==> src/rtl/fp_div_seq.sv <==
// fp_div_seq: sequential IEEE-754 style divider, one quotient bit per cycle.
// Denormal inputs are flushed to zero. Results that would be denormal are
// flushed to zero (underflow). Rounding is round-to-nearest-even.
// Ports:
//   clk, rst_n            clock, synchronous active-low reset
//   in_valid / in_ready   operand handshake (a = dividend, b = divisor)
//   out_valid / out_ready result handshake
//   result                quotient a/b
//   overflow, underflow, div_by_zero, invalid  exception flags, valid with out_valid
module fp_div_seq #(
  parameter int EXP_W = 8,
  parameter int MAN_W = 23,
  localparam int W = 1 + EXP_W + MAN_W
) (
  input  logic         clk,
  input  logic         rst_n,
  input  logic         in_valid,
  output logic         in_ready,
  input  logic [W-1:0] a,
  input  logic [W-1:0] b,
  output logic         out_valid,
  input  logic         out_ready,
  output logic [W-1:0] result,
  output logic         overflow,
  output logic         underflow,
  output logic         div_by_zero,
  output logic         invalid
);
  localparam int EW2   = EXP_W + 2;
  localparam int CNT_W = $clog2(MAN_W + 3);
  localparam logic signed [EW2-1:0] BIAS  = EW2'((1 << (EXP_W - 1)) - 1);
  localparam logic signed [EW2-1:0] EMAX  = EW2'((1 << EXP_W) - 1);
  localparam logic signed [EW2-1:0] EZERO = '0;
  localparam logic signed [EW2-1:0] EONE  = EW2'(1);
  localparam logic [CNT_W-1:0]      CLAST = CNT_W'(MAN_W + 2);
  localparam logic [W-1:0] QNAN = {1'b0, {EXP_W{1'b1}}, 1'b1, {(MAN_W-1){1'b0}}};

  typedef enum logic [1:0] {IDLE, DIVIDE, NORM, DONE} state_t;

  state_t                  state_q, state_d;
  logic                    sign_q, sign_d;
  logic signed [EW2-1:0]   exp_q, exp_d;
  logic [MAN_W:0]          dvs_q, dvs_d;   // {1, fb}
  logic [MAN_W+1:0]        rem_q, rem_d;   // partial remainder, pre-shifted
  logic [MAN_W+2:0]        quo_q, quo_d;   // quo_q[MAN_W+2] has weight 2^0
  logic [CNT_W-1:0]        cnt_q, cnt_d;
  logic [W-1:0]            res_q, res_d;
  logic                    ovf_q, ovf_d, unf_q, unf_d, dz_q, dz_d, inv_q, inv_d;

  // operand classification
  logic              sa, sb;
  logic [EXP_W-1:0]  ea, eb;
  logic [MAN_W-1:0]  fa, fb;
  logic a_zero, b_zero, a_inf, b_inf, a_nan, b_nan, special;

  assign {sa, ea, fa} = a;
  assign {sb, eb, fb} = b;
  assign a_zero  = (ea == '0);
  assign b_zero  = (eb == '0);
  assign a_inf   = (&ea) && (fa == '0);
  assign b_inf   = (&eb) && (fb == '0);
  assign a_nan   = (&ea) && (fa != '0);
  assign b_nan   = (&eb) && (fb != '0);
  assign special = a_zero | b_zero | (&ea) | (&eb);

  // restoring step
  logic             ge;
  logic [MAN_W+1:0] rem_sub;
  assign ge      = (rem_q >= {1'b0, dvs_q});
  assign rem_sub = ge ? (rem_q - {1'b0, dvs_q}) : rem_q;

  // normalise and round
  logic                  lead, grd, stk, rup;
  logic [MAN_W:0]        sig;
  logic [MAN_W+1:0]      sum;
  logic [MAN_W-1:0]      frac;
  logic signed [EW2-1:0] e1, e2;

  always_comb begin
    lead = quo_q[MAN_W+2];
    sig  = lead ? quo_q[MAN_W+2:2] : quo_q[MAN_W+1:1];
    grd  = lead ? quo_q[1] : quo_q[0];
    stk  = (lead & quo_q[0]) | (|rem_q);
    e1   = lead ? exp_q : exp_q - EONE;
    rup  = grd & (stk | sig[0]);
    sum  = {1'b0, sig} + {{(MAN_W+1){1'b0}}, rup};
    // a carry out of the significand can only produce exactly 2.0
    frac = sum[MAN_W+1] ? '0 : sum[MAN_W-1:0];
    e2   = e1 + {{(EW2-1){1'b0}}, sum[MAN_W+1]};
  end

  always_comb begin
    state_d = state_q;
    sign_d  = sign_q;
    exp_d   = exp_q;
    dvs_d   = dvs_q;
    rem_d   = rem_q;
    quo_d   = quo_q;
    cnt_d   = cnt_q;
    res_d   = res_q;
    ovf_d   = ovf_q;
    unf_d   = unf_q;
    dz_d    = dz_q;
    inv_d   = inv_q;
    case (state_q)
      IDLE: if (in_valid) begin
        sign_d = sa ^ sb;
        ovf_d  = 1'b0;
        unf_d  = 1'b0;
        dz_d   = 1'b0;
        inv_d  = 1'b0;
        if (special) begin
          state_d = DONE;
          if (a_nan || b_nan || (a_zero && b_zero) || (a_inf && b_inf)) begin
            res_d = QNAN;
            inv_d = 1'b1;
          end else if (a_inf) begin
            res_d = {sa ^ sb, {EXP_W{1'b1}}, {MAN_W{1'b0}}};
          end else if (b_zero) begin
            res_d = {sa ^ sb, {EXP_W{1'b1}}, {MAN_W{1'b0}}};
            dz_d  = 1'b1;
          end else begin
            // 0/finite or finite/inf
            res_d = {sa ^ sb, {(W-1){1'b0}}};
          end
        end else begin
          state_d = DIVIDE;
          exp_d   = $signed({2'b00, ea}) - $signed({2'b00, eb}) + BIAS;
          rem_d   = {2'b01, fa};
          dvs_d   = {1'b1, fb};
          quo_d   = '0;
          cnt_d   = '0;
        end
      end
      DIVIDE: begin
        quo_d = {quo_q[MAN_W+1:0], ge};
        rem_d = {rem_sub[MAN_W:0], 1'b0};
        cnt_d = cnt_q + CNT_W'(1);
        if (cnt_q == CLAST) state_d = NORM;
      end
      NORM: begin
        state_d = DONE;
        if (e2 >= EMAX) begin
          res_d = {sign_q, {EXP_W{1'b1}}, {MAN_W{1'b0}}};
          ovf_d = 1'b1;
        end else if (e2 <= EZERO) begin
          res_d = {sign_q, {(W-1){1'b0}}};
          unf_d = 1'b1;
        end else begin
          res_d = {sign_q, e2[EXP_W-1:0], frac};
        end
      end
      DONE: if (out_ready) state_d = IDLE;
      default: state_d = IDLE;
    endcase
  end

  always_ff @(posedge clk) begin
    if (!rst_n) begin
      state_q <= IDLE;
      sign_q  <= 1'b0;
      exp_q   <= '0;
      dvs_q   <= '0;
      rem_q   <= '0;
      quo_q   <= '0;
      cnt_q   <= '0;
      res_q   <= '0;
      ovf_q   <= 1'b0;
      unf_q   <= 1'b0;
      dz_q    <= 1'b0;
      inv_q   <= 1'b0;
    end else begin
      state_q <= state_d;
      sign_q  <= sign_d;
      exp_q   <= exp_d;
      dvs_q   <= dvs_d;
      rem_q   <= rem_d;
      quo_q   <= quo_d;
      cnt_q   <= cnt_d;
      res_q   <= res_d;
      ovf_q   <= ovf_d;
      unf_q   <= unf_d;
      dz_q    <= dz_d;
      inv_q   <= inv_d;
    end
  end

  assign in_ready    = (state_q == IDLE);
  assign out_valid   = (state_q == DONE);
  assign result      = res_q;
  assign overflow    = ovf_q;
  assign underflow   = unf_q;
  assign div_by_zero = dz_q;
  assign invalid     = inv_q;
endmodule

==> config.mk <==
export PLATFORM = sky130hd
export DESIGN_NAME = fp_div_seq
export DESIGN_NICKNAME = d
export VERILOG_FILES = /design/src/rtl/fp_div_seq.sv
export SDC_FILE = /design/constraint.sdc
export NUM_CORES = 1
export LEC_CHECK = 0
export CAP_MARGIN = 10
export CORE_MARGIN = 4
export CORE_UTILIZATION = 30
export CTS_CLUSTER_SIZE = 30
export DETAILED_ROUTE_END_ITERATION = 12
export PLACE_DENSITY = 0.55
export SLEW_MARGIN = 40
export SYNTH_ARGS = -nofsm -noshare
export SYNTH_HDL_FRONTEND = slang
export SYNTH_SLANG_ARGS = --single-unit
==> constraint.sdc <==
create_clock -name clk -period 5 [get_ports clk]
set_clock_uncertainty 0.15 [all_clocks]
set_input_delay 1.5 -clock clk [delete_from_list [all_inputs] [get_ports clk]]
set_output_delay 1.5 -clock clk [all_outputs]
set_load 0.05 [all_outputs]
==> results by group, run 1 <==
STA
  • Max_slew headroom: 0.4728
  • Fmax: 217.2 MHz
  • RSZ-0062 raised after global routing: no
  • Setup_tns: 0 ns
  • Worst Max-Slew Pin Slew: approximately 0.79 ns
  • Endpoints failing setup: 0
  • Final setup margin: slightly below 0.4 ns
  • Final Cycle Share: 0.9210
  • Post-layout min period: 4.605 ns
  • Final Max Tran Viols: 0
  • Fin. Hold Viols: 0

Setup path
  • Worst-case reg-to-reg path depth: 23
  • Setup CP Type: reg -> reg
  • Worst R2R Start: quo_q[2]
  • Crit. End Element: flip-flop
  • Largest fanout on the critical path: 8
  • Critical path startpoint: quo_q[2]
  • Flop2flop setup slack: just under 0.4 ns
  • Worst setup SP type: flip-flop
  • Reg2reg end: result[2]
  • CP arrival: 4.82 ns
  • WP data required: 5.22 ns

Worst hold path
  • Hold Path Sink: dvs_q[18]
  • Hold path start: dvs_q[18]
  • Hold path depth: 2
  • Hold crit path type: reg -> reg

Synth
  • Synthesis Warnings: 0
  • Syn nets: 1227
  • Mapped cell area: approximately 8700 sq um
  • Cell variety after synth: 85
  • Synth async-reset ratio: 0
  • Synth Flop Type: dfxtp_1
  • EDFF count, synth: 0
  • Synthesis-stage register bit count: between 100 and 150
  • Avg Inst Size Synth: 7.769 sq um
  • Cells after Synth: 1114
  • Sequential share of the synthesized area: 0.2984

Global route
  • Initial antenna violation count: 0
  • Vias in the first global route: 7633
  • First-pass GRT wire length: a little under 40000 microns
  • GR Overflow Total: 0
  • Tot GR Track Use: 0.1526
  • Largest net degree at the start of global routing: 69

Place
  • Placement Setup Slack: 0.03314 ns
  • Post-DP HPWL: 18270 microns
  • Cell count after placement: 1552
  • Cell Area, Placed: between 10000 and 15000 sq um
  • Gpl congestion: 0.8467
  • Number of port buffers: 105

Cells and area
  • Design area: roughly 11000 sq um
  • Layout Area Growth over Synthesis: 23.31%
  • Diodes inserted: 0
  • Post-route insts no fill: 1587
  • Most common cell after layout, fill and taps aside: nand2_1
  • Share of layout cells above drive strength 1: 0.08519
  • Most frequent cells in the layout: 142 x nand2_1, 128 x dfxtp_1, 120 x a21oi_1
  • Final nets: 1310
  • Fin util: 0.3799

Pwr
  • Comb pwr share: 0.561
  • NetSw: 0.002715 W
  • Clk pwr share: 0.201
  • Share of power burned in registers: 0.238
  • Net Sw Frac: 0.4561
  • Worst VDD drop: 0.3516 mV
  • Int Pwr: 0.003237 W
  • Leak: between 3 and 4 nW
  • Pwr dens: 557.7 nW/um^2

Status
  • Status: completed

Floorplan
  • Core area: 28090 sq um
  • Die height: 177.9 microns
  • Die area: 31630 sq um
  • IO Count: ~110
  • Die width: 177.9 microns
  • Initial cell density of the core: 0.3081
  • Row count: 61

Clocking
  • Worst skew pair latency: 0.42 ns
  • Hold_buf cts: 0
  • Clock sinks: 129
  • Clock buffer depth: 2
  • CTS root buf: clkbuf_16
  • Clock-pin transition on the worst setup and hold timing paths: ~0.06 ns
  • CTS tree: built
  • Depth of the CTS H-tree: 4
  • Cts bufs inserted: 17

Drt
  • Post-DRT Antenna Nets: 0
  • Via density per instance: roughly 5
  • Drt total wl: 24510 microns
  • WL/cell: between 15 and 20 microns
  • Detailed-router iteration count before antenna repair: 5
  • Vias: roughly 8000
  • DRC Markers: 0
  • Drt first-iter violations: 612

Run
  • # Max-Cap Violations: 0
layer usage:
layer | track usage | part of all wire | wire length (microns)
met5 | 0 | 0 | 0
met4 | 0.03352 | 0.011 | 271
met3 | 0.02620 | 0.037 | 899
met2 | 0.2515 | 0.46 | 11350
met1 | 0.2096 | 0.49 | 12000
worst max-delay path, cell delays in order (launching register included):
cell and delay, ns:
dfxtp_1 0.39, nand2_1 0.09, a21boi_1 0.16, ha_2 0.21
nand3_1 0.12, nor2_2 0.13, nor4bb_1 0.21, buf_4 0.21
and3_2 0.23, o2111ai_1 0.20, inv_1 0.10, ha_1 0.19
ha_1 0.21, nand2_1 0.07, o21ai_2 0.20, o211ai_4 0.13
mux2_4 0.33, o32ai_2 0.27, xnor2_2 0.18, o41ai_4 0.14
nor3_4 0.24, buf_12 0.14, buf_6 0.13, a22o_1 0.12
sequential cells by signal, summed over array words and instances, names as in the netlist:
name / count
result: 32
quo_q: 26
rem_q: 25
dvs_q: 24
exp_q: 10
cnt_q: 5
state_q: 2
div_by_zero: 1
invalid: 1
overflow: 1
sign_q: 1
underflow: 1
power by group through the flow:
stage	Sequential, W	Clock (W)	Combinational (W)
final	0.00141	0.00120	0.00334
after global routing	0.00144	0.00127	0.00371
after CTS	0.00141	0.00122	0.00334
after detailed placement	0.00143	0	0.00332
after global placement	0.00143	0	0.00331
after floorplan	0.00141	0	0.00258
cell type report:
class | instances | area [sq um]
Clock buffer | 19 | 452.9
Clock inverter | 12 | 110.1
Fill cell | 3030 | 17420
Inverter | 63 | 236.5
Multi-Input combinational cell | 848 | 5472
Sequential cell | 129 | 2584
Tap cell | 378 | 473.0
Timing Repair Buffer | 138 | 1344
synth_stat cells, types with 8 or more instances:
| master | count | area (sq um) |
|---|---|---|
| xor2_1 | 23 | 201.4 |
| a22o_1 | 20 | 175.2 |
| xnor2_1 | 33 | 289.0 |
| o21ai_0 | 44 | 220.2 |
| a32o_1 | 13 | 130.1 |
| and2_1 | 11 | 68.82 |
| buf_6 | 9 | 101.4 |
| ha_1 | 43 | 538.0 |
| clkbuf_1 | 45 | 168.9 |
| a21o_1 | 10 | 75.07 |
| buf_1 | 8 | 30.03 |
| nor3_1 | 17 | 85.08 |
| nand4_1 | 14 | 87.58 |
| nand3_1 | 48 | 240.2 |
| dfxtp_1 | 129 | 2582 |
| a211oi_1 | 22 | 165.2 |
| o211ai_1 | 19 | 142.6 |
| inv_1 | 63 | 236.5 |
| nor2_1 | 86 | 322.8 |
| nand2_1 | 142 | 533.0 |
| nor4_1 | 25 | 156.4 |
| nor2b_1 | 13 | 81.33 |
| mux2i_1 | 15 | 150.1 |
| a21oi_1 | 121 | 605.6 |
what timing repair did:
action,4_1_cts,5_1_grt
endpoints found under the setup margin,2,24
setup buffers,0,2
hold endpoints to repair,0,0
gates resized for setup,0,7
pin swaps,1,1
gates cloned,0,1
per-stage QoR:
stage	power (W)	hold WS [ns]
after global routing	0.006419	0.3251
after CTS	0.005971	0.3073
after global placement	0.004740	0.2940
after detailed placement	0.004755	0.2984
final	0.005952	0.3030
after floorplan	0.003987	0.2863
how the worst max path moves through the flow:
stage / endpoint / cells past startpoint
after floorplan: result[21] / 27
after global placement: result[4] / 21
after detailed placement: result[16] / 22
after CTS: result[2] / 22
after global routing: result[16] / 23
final: result[2] / 23
cell families after synthesis:
kind of cell | count (synthesis) | synth area share
buffers and inverters | 137 | 0.07315
AND/OR/NAND/NOR | 405 | 0.2281
flip-flops | 129 | 0.2984
XOR/XNOR | 59 | 0.06231
AO/OA/AOI/OAI | 317 | 0.2443
multiplexers | 22 | 0.02689
adder cells (fa/ha/maj) | 45 | 0.06679
No activity file was read; power rests on OpenSTA's default activity.
==> inputs of run 2 (changes only) <==
--- a/config.mk
+++ b/config.mk
@@ -5,11 +5,12 @@
 export SDC_FILE = /design/constraint.sdc
 export NUM_CORES = 1
 export LEC_CHECK = 0
-export CAP_MARGIN = 10
+export CAP_MARGIN = 25
 export CORE_MARGIN = 4
 export CORE_UTILIZATION = 30
 export CTS_CLUSTER_SIZE = 30
 export DETAILED_ROUTE_END_ITERATION = 12
+export GPL_TIMING_DRIVEN = 1
 export PLACE_DENSITY = 0.55
 export SLEW_MARGIN = 40
 export SYNTH_ARGS = -nofsm -noshare
==> results of run 2 <==
No change in the layout: final DEF, timing and power equal those of run 1.
==> inputs of run 3 (changes only) <==
--- a/config.mk
+++ b/config.mk
@@ -12,6 +12,7 @@
 export DETAILED_ROUTE_END_ITERATION = 12
 export GPL_TIMING_DRIVEN = 1
 export PLACE_DENSITY = 0.55
+export RECOVER_POWER = 25
 export SLEW_MARGIN = 40
 export SYNTH_ARGS = -nofsm -noshare
 export SYNTH_HDL_FRONTEND = slang
==> run 3 against run 2 <==
Against the previous run: sequential share of layout area hardly changed; design area hardly changed; power shrank 0.12%; register-to-register slack is essentially flat; largest cell class unchanged; sequential power about the same.
==> results by group, run 3 (synthesis results as in run 1) <==
Global route
  • Tot GR Track Use: 0.1526 (unchanged)
  • Met2 track demand over resource: 0.2515 (unchanged)
  • Vias in the first global route: 7633 (unchanged)
  • GR Overflow Total: 0 (unchanged)
  • First-pass GRT wire length: 39270 microns (unchanged)
  • M1 GR Usage: 0.2096 (unchanged)
  • Initial antenna violation count: 0 (unchanged)
  • Met3 Use GR: 0.02620 (unchanged)
  • Layer with the highest usage: met2
  • Largest net degree at the start of global routing: 69 (unchanged)

Floorplan
  • Initial cell density of the core: 0.3081 (unchanged)
  • Die area: 31630 sq um (unchanged)
  • Core area: 28090 sq um (unchanged)
  • Die width: 177.9 microns (unchanged)
  • Row count: 61 (unchanged)
  • Die height: 177.9 microns (unchanged)
  • IO Count: 106 (unchanged)

Setup path
  • CP arrival: 4.83 ns (about the same)
  • Flop2flop setup slack: 0.39 ns (about the same)
  • Largest fanout on the critical path: 8 (unchanged)
  • Setup CP Type: reg -> reg
  • WP data required: 5.21 ns (about the same)
  • Crit. End Element: flip-flop
  • Worst setup SP type: flip-flop
  • Worst-case reg-to-reg path depth: 23 (unchanged)

Clocking
  • Clock sinks: 129 (unchanged)
  • Worst skew pair latency: 0.42 ns (about the same)
  • Clock-pin transition on the worst setup and hold timing paths: 0.06 ns (about the same)
  • Clock buffer depth: 2 (unchanged)
  • CTS root buf: clkbuf_16
  • Depth of the CTS H-tree: 4 (unchanged)
  • Hold_buf cts: 0 (unchanged)
  • Cts bufs inserted: 17 (unchanged)
  • CTS tree: built

Cells and area
  • Max reg flops: 32 (unchanged)
  • Most common cell after layout, fill and taps aside: nand2_1
  • Layout Area Growth over Synthesis: 23.26% (about the same)
  • Share of layout cells above drive strength 1: 0.08354 (-0.001654)
  • Diodes inserted: 0 (unchanged)
  • Most frequent cells in the layout: 142 x nand2_1, 128 x dfxtp_1, 120 x a21oi_1
  • Final nets: 1310 (unchanged)

Place
  • Gpl congestion: 0.8467 (unchanged)
  • Number of port buffers: 105 (unchanged)
  • Post-DP HPWL: 18270 microns (unchanged)

STA
  • Fmax: 216.8 MHz (-0.15%)
  • Fin. Hold Viols: 0 (unchanged)
  • Hold slack final: 0.3030 ns (-0.000004000 ns)
  • Worst Max-Slew Pin Slew: 0.7921 ns (+0.001326 ns)
  • Setup_tns: 0 ns (unchanged)
  • Final Cycle Share: 0.9224 (+0.001401)
  • Max_slew headroom: 0.4719 (-0.0008840)
  • RSZ-0062 raised after global routing: no
  • Final Max Tran Viols: 0 (unchanged)
  • Endpoints failing setup: 0 (unchanged)
  • Post-layout min period: 4.612 ns (+0.007005 ns)

Drt
  • WL/cell: 15.44 microns (about the same)
  • DRC Markers: 0 (unchanged)
  • Via density per instance: 5.104 (-0.20%)
  • Vias: 8100 (-0.20%)
  • Drt total wl: 24510 microns (about the same)
  • Drt first-iter violations: 611 (-0.16%)
  • Detailed-router iteration count before antenna repair: 5 (unchanged)
  • Post-DRT Antenna Nets: 0 (unchanged)

Worst hold path
  • Hold path depth: 2 (unchanged)
  • Hold crit path type: reg -> reg

Status
  • Status: completed

Pwr
  • Leak: 4.025 nW (+3.2%)
  • Worst VDD drop: 0.3508 mV (-0.24%)
  • Pwr dens: 557.2 nW/um^2 (about the same)

Run
  • # Max-Cap Violations: 0 (unchanged)
## run 3: changes by cell type in the layout (fill, tap and decap cells not counted)
cell / delta
clkdlybuf4s50_1: -39
dlygate4sd3_1: +39
buf_4: -1
clkbuf_1: +1
inv_1: +1
inv_2: -1
## run 3: repair_timing
action,CTS,global route
setup buffers,0,2
gates resized for setup,0,7
pin swaps,1,1
endpoints found under the hold margin,0,0
gates cloned,0,1
setup endpoints to repair,2,24
## run 3: per-stage QoR
stage,power (W),instances,utilization,instance area (sq um),worst slack [ns]
after floorplan,0.003987,1114,-,8677,0.004600
after global placement,0.004740,1552,0.3578,10050,0.1115
after detailed placement,0.004755,1552,0.3578,10050,0.03314
after CTS,0.005971,1583,0.3779,10610,0.01266
after global routing,0.006411,1587,0.3798,10670,0.01444
final,0.005944,1587,0.3798,10670,0.3880
## run 3: worst paths after layout
check / startpoint / endpoint
worst min-delay path: dvs_q[18] / dvs_q[18]
worst max register to register: quo_q[2] / result[2]
worst max-delay path: quo_q[2] / result[2]
worst min register to register: dvs_q[18] / dvs_q[18]
## run 3: report_power, final
group	switching (W)	internal, W	leakage [nW]	total (W)
sequential	0.000205	0.00121	1.05	0.00141
clock	0.000488	0.000708	0.268	0.00120
combinational	0.00202	0.00131	2.71	0.00333
## run 3: area by class of cell
type,count,area (sq um)
fill,3030,17420
inverter,63,236.5
tap,378,473.0
timing repair buffer,138,1340
clock inverter,12,110.1
clock buffer,19,452.9
multi-input combinational,848,5472
sequential,129,2584
## run 3: layer usage
metal | up-vias | wire length [microns]
met2 | 145 | 11330
met3 | 17 | 901
li1 | 4163 | -
met4 | 0 | 261
met5 | - | 0
met1 | 3775 | 12010
## run 3: critical path, cell delays in order (launching register included)
cell,delay (ns)
dfxtp_1,0.39
nand2_1,0.09
a21boi_1,0.16
ha_2,0.21
nand3_1,0.12
nor2_2,0.13
nor4bb_1,0.21
buf_4,0.21
and3_2,0.23
o2111ai_1,0.20
inv_1,0.10
ha_1,0.20
ha_1,0.21
nand2_1,0.08
o21ai_2,0.20
o211ai_4,0.13
mux2_4,0.33
o32ai_2,0.27
xnor2_2,0.18
o41ai_4,0.14
nor3_4,0.24
buf_12,0.14
buf_6,0.13
a22o_1,0.12
